$ cat config.mk
export PLATFORM = sky130hd
export DESIGN_NAME = reg_shift_sequencer
export DESIGN_NICKNAME = d
export VERILOG_FILES = /design/src/rtl/reg_shift_sequencer_pkg.sv /design/src/rtl/reg_shift_amt_resolve.sv /design/src/rtl/reg_shift_sequencer.sv
export SDC_FILE = /design/constraint.sdc
export NUM_CORES = 1
export LEC_CHECK = 0
export ABC_AREA = 1
export BUFFER_PORTS_ARGS = -buffer_cell sky130_fd_sc_hd__buf_2
export CORE_AREA = 5 5 48 50
export DETAILED_ROUTE_END_ITERATION = 6
export DIE_AREA = 0 0 53 55
export PLACE_DENSITY = 0.83
export SLEW_MARGIN = 20
export SYNTH_ARGS = -nofsm -noshare
export SYNTH_HDL_FRONTEND = slang
export SYNTH_SLANG_ARGS = --single-unit
$ cat constraint.sdc
create_clock -name clk -period 1.5 [get_ports clk]
set_input_delay 0.075 -clock clk [delete_from_list [all_inputs] [get_ports clk]]
set_output_delay 0.075 -clock clk [all_outputs]
set_load 0.005 [all_outputs]
$ cat src/rtl/reg_shift_sequencer_pkg.sv
// Shared constants for the register-specified shift sequencer: shift types,
// FSM state encoding and the operand-2 field positions it decodes.
package reg_shift_sequencer_pkg;

    localparam logic [1:0] LSL = 2'b00;
    localparam logic [1:0] LSR = 2'b01;
    localparam logic [1:0] ASR = 2'b10;
    localparam logic [1:0] ROR = 2'b11;

    typedef enum logic [1:0] {
        IDLE    = 2'd0,
        READ_RS = 2'd1,
        ISSUE   = 2'd2
    } seq_state_t;

    localparam int RS_HI   = 11;
    localparam int RS_LO   = 8;
    localparam int TYPE_HI = 6;
    localparam int TYPE_LO = 5;
    localparam int BIT7    = 7;
    localparam int BIT4    = 4;

endpackage

$ cat src/rtl/reg_shift_amt_resolve.sv
// Turns an 8-bit register shift amount and shift type into the immediate-style
// 5-bit amount plus the saturation flags the operand-2 shifter understands.
module reg_shift_amt_resolve
    import reg_shift_sequencer_pkg::*;
#(
    parameter int AMT_W = 8
) (
    input  logic [AMT_W-1:0] i_amt,
    input  logic [1:0]       i_shift_type,
    output logic [4:0]       o_shift_amt,
    output logic             o_force_zero,
    output logic             o_force_sign,
    output logic             o_bypass
);

    logic w_big;

    // Any bit above bit 4 means the amount is 32 or more.
    assign w_big = |(i_amt >> 5);

    always_comb begin
        o_shift_amt  = '0;
        o_force_zero = 1'b0;
        o_force_sign = 1'b0;
        o_bypass     = 1'b0;
        if (i_amt == '0) begin
            o_bypass = 1'b1;
        end else begin
            case (i_shift_type)
                ROR: begin
                    if (i_amt[4:0] == 5'd0) o_bypass    = 1'b1;
                    else                    o_shift_amt = i_amt[4:0];
                end
                ASR: begin
                    if (w_big) o_force_sign = 1'b1;
                    else       o_shift_amt  = i_amt[4:0];
                end
                default: begin
                    if (w_big) o_force_zero = 1'b1;
                    else       o_shift_amt  = i_amt[4:0];
                end
            endcase
        end
    end

endmodule

$ cat src/rtl/reg_shift_sequencer.sv
// Stalls IF/ID for two cycles on a register-specified shift, borrows RF read
// port 2 to fetch Rs, then presents a resolved amount on the issue cycle.
module reg_shift_sequencer
    import reg_shift_sequencer_pkg::*;
#(
    parameter int DATA_W = 32,
    parameter int AMT_W  = 8
) (
    input  logic              clk,
    input  logic              rst,
    input  logic              id_valid,
    input  logic              imm,
    input  logic              mem_instr,
    input  logic [11:0]       shift_operand,
    input  logic              hazard_stall,
    input  logic              flush,
    input  logic [DATA_W-1:0] rs_data,
    output logic              rf2_sel_rs,
    output logic [3:0]        rf2_addr_rs,
    output logic              seq_stall,
    output logic              rs_shift,
    output logic [4:0]        shift_amt,
    output logic [1:0]        shift_type,
    output logic              force_zero,
    output logic              force_sign,
    output logic              bypass,
    output logic [1:0]        dbg_state
);

    seq_state_t       r_state;
    seq_state_t       w_next;
    logic [AMT_W-1:0] r_amt;
    logic [1:0]       r_type;

    logic       w_start;
    logic       w_stall;
    logic       w_sel_rs;
    logic       w_issue;
    logic       w_ld_type;
    logic       w_ld_amt;
    logic [4:0] w_res_amt;
    logic       w_res_zero;
    logic       w_res_sign;
    logic       w_res_bypass;
    logic       w_unused;

    assign w_unused = ^{1'b0, rs_data[DATA_W-1:AMT_W], shift_operand[3:0]};

    // Bit7=1 with bit4=1 is a multiply/extension encoding, not a shift.
    assign w_start = id_valid & ~imm & ~mem_instr & shift_operand[BIT4]
                   & ~shift_operand[BIT7] & ~hazard_stall & ~flush;

    // seq_stall freezes PC and IF/ID while high; the ID instruction advances
    // into ID/EX only on a cycle where seq_stall and hazard_stall are both low.
    always_comb begin
        w_next    = r_state;
        w_stall   = 1'b0;
        w_sel_rs  = 1'b0;
        w_issue   = 1'b0;
        w_ld_type = 1'b0;
        w_ld_amt  = 1'b0;
        case (r_state)
            IDLE: begin
                w_stall = w_start;
                if (w_start) begin
                    w_ld_type = 1'b1;
                    w_next    = READ_RS;
                end
            end
            READ_RS: begin
                w_stall  = 1'b1;
                w_sel_rs = 1'b1;
                if (flush) begin
                    w_next = IDLE;
                end else begin
                    w_ld_amt = 1'b1;
                    w_next   = ISSUE;
                end
            end
            ISSUE: begin
                w_issue = 1'b1;
                if (flush || !hazard_stall) w_next = IDLE;
            end
            default: w_next = IDLE;
        endcase
    end

    always_ff @(posedge clk) begin
        if (rst) begin
            r_state <= IDLE;
            r_amt   <= '0;
            r_type  <= '0;
        end else begin
            r_state <= w_next;
            if (w_ld_type) r_type <= shift_operand[TYPE_HI:TYPE_LO];
            if (w_ld_amt)  r_amt  <= rs_data[AMT_W-1:0];
        end
    end

    reg_shift_amt_resolve #(
        .AMT_W (AMT_W)
    ) u_resolve (
        .i_amt        (r_amt),
        .i_shift_type (r_type),
        .o_shift_amt  (w_res_amt),
        .o_force_zero (w_res_zero),
        .o_force_sign (w_res_sign),
        .o_bypass     (w_res_bypass)
    );

    assign seq_stall   = w_stall;
    assign rf2_sel_rs  = w_sel_rs;
    assign rf2_addr_rs = w_sel_rs ? shift_operand[RS_HI:RS_LO] : 4'd0;
    assign rs_shift    = w_issue;
    assign shift_amt   = w_issue ? w_res_amt : 5'd0;
    assign force_zero  = w_issue & w_res_zero;
    assign force_sign  = w_issue & w_res_sign;
    assign bypass      = w_issue & w_res_bypass;
    assign shift_type  = r_type;
    assign dbg_state   = r_state;

endmodule
After elaboration in Yosys (flattened, before gate mapping):

Cells that the tools add are included.

* register bits: 12
* input bits: 51

* bitwise logic cells: 14
* equal/unequal tests: 6
* reductions and logical operators: 8
* multiplexer cells: 25

Operators by type and width (number)
* $mux W5: 5
* $mux W1: 14
* $and A1 B1 Y1: 9
* $logic_not A8 Y1: 1
* $eq A2 B2 Y1 const B: 3
* $mux W2: 3
* $pmux W2 S3: 1
* $logic_not A5 Y1: 1
* $not A1 Y1: 5
* $mux W4: 1
* $ne A2 B2 Y1 const B: 2
* $reduce_or A3 Y1: 1
* $eq A2 B1 Y1 const B: 1
* $logic_not A2 Y1: 1
* $pmux W1 S2: 1
* $reduce_and A2 Y1: 1
* $reduce_or A2 Y1: 1
* $logic_not A1 Y1: 1
* $logic_or A1 B1 Y1: 1

Depth between registers and ports, before layout:

* word-level depth: 9
* depth in mapped cells: 6
* mapped depth without buffers: 6

Modules after synthesis:

Synthesis repeated with hierarchy kept, for this count alone.

* cells, all modules: 117
* area total of the unflattened synthesis: 676.9 µm²

Modules (own cells, without submodules)
* reg_shift_sequencer: instances 1, area each 579.3 µm², cells each 93, sequential area each 240.2 µm²
* reg_shift_amt_resolve: instances 1, area each 97.6 µm², cells each 24, sequential area each 0.0 µm²

Worst setup path before layout:

No wires, ideal clock.

* kind: reg2reg
* start point: reg r_state[0] (netlist: dbg_state[0])
* end point: reg r_amt[6]
* setup slack: 465 ps
* stages on the path, launching flop included: 7
* buffers on the path: 1
* arrival time: 919 ps
* library setup time: 115 ps
* cell sequence: dfxtp_1 -> inv_2 -> nor2_4 -> nand2_4 -> buf_6 -> o21ai_2 -> a21oi_2

* cells in the longest elaborated chain, start to end: 2

Ends and longest elaborated chain
* start, declared: line reg_shift_sequencer.sv:30 `seq_state_t r_state;`
* start signal, assigned: line reg_shift_sequencer.sv:94 `r_state <= w_next;`
* $eq A2 B1 Y1: line reg_shift_sequencer.sv:62 `case (r_state)`
* $mux W1: line reg_shift_sequencer.sv:62
* end signal, assigned: line reg_shift_sequencer.sv:96 `if (w_ld_amt) r_amt <= rs_data[AMT_W-1:0];`
* end, declared: line reg_shift_sequencer.sv:32 `logic [AMT_W-1:0] r_amt;`

No other way between the ends.
A chain may end at the register's enable or synchronous reset.

Worst setup path after layout:

* start point: reg r_state[1] (netlist: dbg_state[1])
* end point: out force_sign

* cells in the longest elaborated chain, start to end: 3

Ends and longest elaborated chain
* $eq A2 B2 Y1: line reg_shift_sequencer.sv:62
* $mux W1: line reg_shift_sequencer.sv:62
* $and A1 B1 Y1: line reg_shift_sequencer.sv:117 `assign force_sign = w_issue & w_res_sign;`
* end, declared: line reg_shift_sequencer.sv:25 `output logic force_sign,`

No other way between the ends.

==> impl_metrics.json <==
{
  "chipHeight_um": 55,
  "powerDensity_mw_per_mm2": 711,
  "die-area_mm2": 0.00292,
  "fin_tns_setup_ps": 0,
  "r2r-start": "dbg_state[0]",
  "power_frac_comb_pct": 8.6,
  "clock_sinks": 12,
  "die_w_um": 53,
  "end_kind": "output pin",
  "power.switching_uw": 136,
  "finalCriticalPeriod_ps": 1390,
  "post_synth_num_cell_types": 17,
  "startpoint": "dbg_state[1]",
  "status": "finished clean",
  "antenna_found_initial": 0,
  "diodes": 0,
  "maxCapViolCount": 0,
  "holdWs_ps": 56.4,
  "synth.ff_latch_count": 12,
  "postSynthAreaPerCell_um2": 6.86,
  "via_count": 701,
  "switching_share_pct": 21.5,
  "stdcell_area_um2": 888,
  "finalWirelength_um": 1680,
  "timing.max_slew.rel_slack_pct": 77.8,
  "clockPowerShare_pct": 40.8,
  "post-route-util_pct": 47.7,
  "setup_violations": 0,
  "min_path_type": "primary input to flip-flop",
  "r2r_slack_ps": 430,
  "areaGrowthSynthToFinish_pct": 45.5,
  "dp_cells": 156,
  "critical_path_class": "flip-flop to output pin",
  "drtIter0Drc": 2,
  "clock_skew_ps": 6.13,
  "track_usage_pct": 12.8,
  "post_layout_nonfiller_instances": 161,
  "setup_slack_ps": 113,
  "seqPwrFrac_pct": 50.6,
  "final_nets": 186,
  "mappedNetlistArea_um2": 611,
  "leakagePower_nw": 0.476,
  "r2r-end": "r_amt[7]",
  "rsz0062_at_grt": "false",
  "grt_pass1_wl_um": 2680,
  "yosys_warnings": 0,
  "dp_hpwl_um": 1420,
  "coreArea_mm2": 0.00186,
  "p_int_uw": 496,
  "pin_count": 70,
  "worstHoldEndpoint": "r_amt[6]",
  "avgViaCountPerCell": 4.35,
  "ff2ff_path_depth": 5,
  "fin_crit_sh_pct": 92.5,
  "grt.overflow.total": 0,
  "fmax_ghz": 0.721,
  "hold_depth": 3,
  "cts_tree": "yes",
  "cts_setup_buffers": 0,
  "numPortBuffers": 41,
  "path_max_fanout": 4,
  "hold_path_startpoint": "rs_data[6]",
  "place_area_um2": 838,
  "required_ps": 1420,
  "htreeDepth": 1,
  "clock_path_buffers": 2,
  "cts.clk_slew.worst_paths_ps": 80,
  "initial_core_util_pct": 32.8,
  "drive_gt1_share_pct": 41.8,
  "slew_viol_final": 0,
  "irDropWorstVdd_uv": 431,
  "yosysSeqAreaShare_pct": 39.3,
  "drc": 0,
  "grt_max_degree": 18,
  "drt.antenna.violating_nets": 0,
  "std_cell_rows": 16,
  "cp.arrival_ps": 1310,
  "wl_per_cell_um": 10.5,
  "hold_violations": 0,
  "start_kind": "flip-flop",
  "synthCells": 89,
  "syn_nets": 140,
  "pre_cts_ws_ps": 348,
  "clk_latency_ps": 280,
  "cts-root-buf": "clkbuf_4",
  "tightest_slew_ps": 332,
  "total_power_uw": 632,
  "dr.pass1.iters": 4,
  "grt_pass1_vias": 683,
  "cts_buffers": 3,
  "routabilityCongestion": 0.736
}
-- synth_stat cells --
cell type	number	area, µm²
nand2_4	1	11.3
a21oi_2	2	17.5
nand3_1	5	25.0
o21ai_2	1	8.76
inv_2	1	3.75
nand2_1	9	33.8
nor2_4	1	11.3
nor2_1	16	60.1
a21oi_1	9	45.0
nor2_2	2	12.5
dfxtp_1	12	240
buf_6	1	11.3
nor3_2	1	10.0
nor3b_1	1	7.51
inv_1	19	71.3
nand4_1	1	6.26
o21ai_0	7	35.0
-- flip-flops by register name, indices dropped and copies added, names as in the netlist --
register / count
dbg_state: 2
shift_type: 2
r_amt: 8
-- power groups by stage --
stage	combinational, mW	clock (mW)	sequential [mW]
global route	0.0618	0.289	0.320
floorplan	0.0188	0	0.327
finish	0.0543	0.258	0.320
detailed placement	0.0525	0	0.327
CTS	0.0550	0.276	0.320
global placement	0.0499	0	0.327
-- how the worst max path moves through the flow --
stage                            end  slack, ps  cells past startpoint
after floorplan             r_amt[6]        470                      6
after global placement    force_sign        390                      5
after detailed placement      bypass        350                      5
after CTS                     bypass         30                      5
final                     force_sign        110                      5
after global routing      force_sign          7                      5
-- repair_timing --
action / CTS / global route
gates resized for setup: 0 / 2
hold buffers: 1 / 0
endpoints found under the setup margin: 0 / 7
hold endpoints to repair: 2 / 0
-- critical path, cell delays in order (launching register included) --
cell and delay, ps:
dfxtp_2 380, inv_1 60, nor2_2 160, nand2_1 100, nor3b_1 190, buf_2 150
-- cell type report --
type                    count  area (µm²)
well taps                  27        33.8
fillers                   204         973
inverters                  20        75.1
multi-input cells          56         287
clock buffers               4        36.3
repair buffers             42         215
flip-flops and latches     12         241
-- kinds of logic (layout without fill, tap and decap cells) --
group,count (synthesis),after routing,synth area share [%]
compound gates,19,19,17.4
buf+inv,21,66,14.1
flops,12,12,39.3
simple gates,37,37,29.1
-- placed cells by master (no fill, tap or decap) --
cell	Yosys	layout
inv_1	19	19
clkbuf_4	0	3
a21oi_2	2	2
a21oi_1	9	9
dlygate4sd3_1	0	1
nand3_1	5	5
dfxtp_2	0	1
buf_2	0	41
nand2_2	0	1
nor2_4	1	1
nor2_1	16	16
dfxtp_1	12	11
o21ai_2	1	1
nand2_1	9	8
nand4_1	1	1
clkbuf_8	0	1
nor3b_1	1	1
nor3_2	1	1
o21ai_0	7	7
nor2_2	2	2
nand2_4	1	1
inv_2	1	1
-- metal layers --
| metal | share of wire (%) | global-route usage, % |
|---|---|---|
| met5 | 0 | 0 |
| met4 | 2.6 | 8.09 |
| met3 | 5.2 | 2.68 |
| met2 | 56 | 24.8 |
| met1 | 36 | 12.3 |
Power figures use the tool's default switching activity.
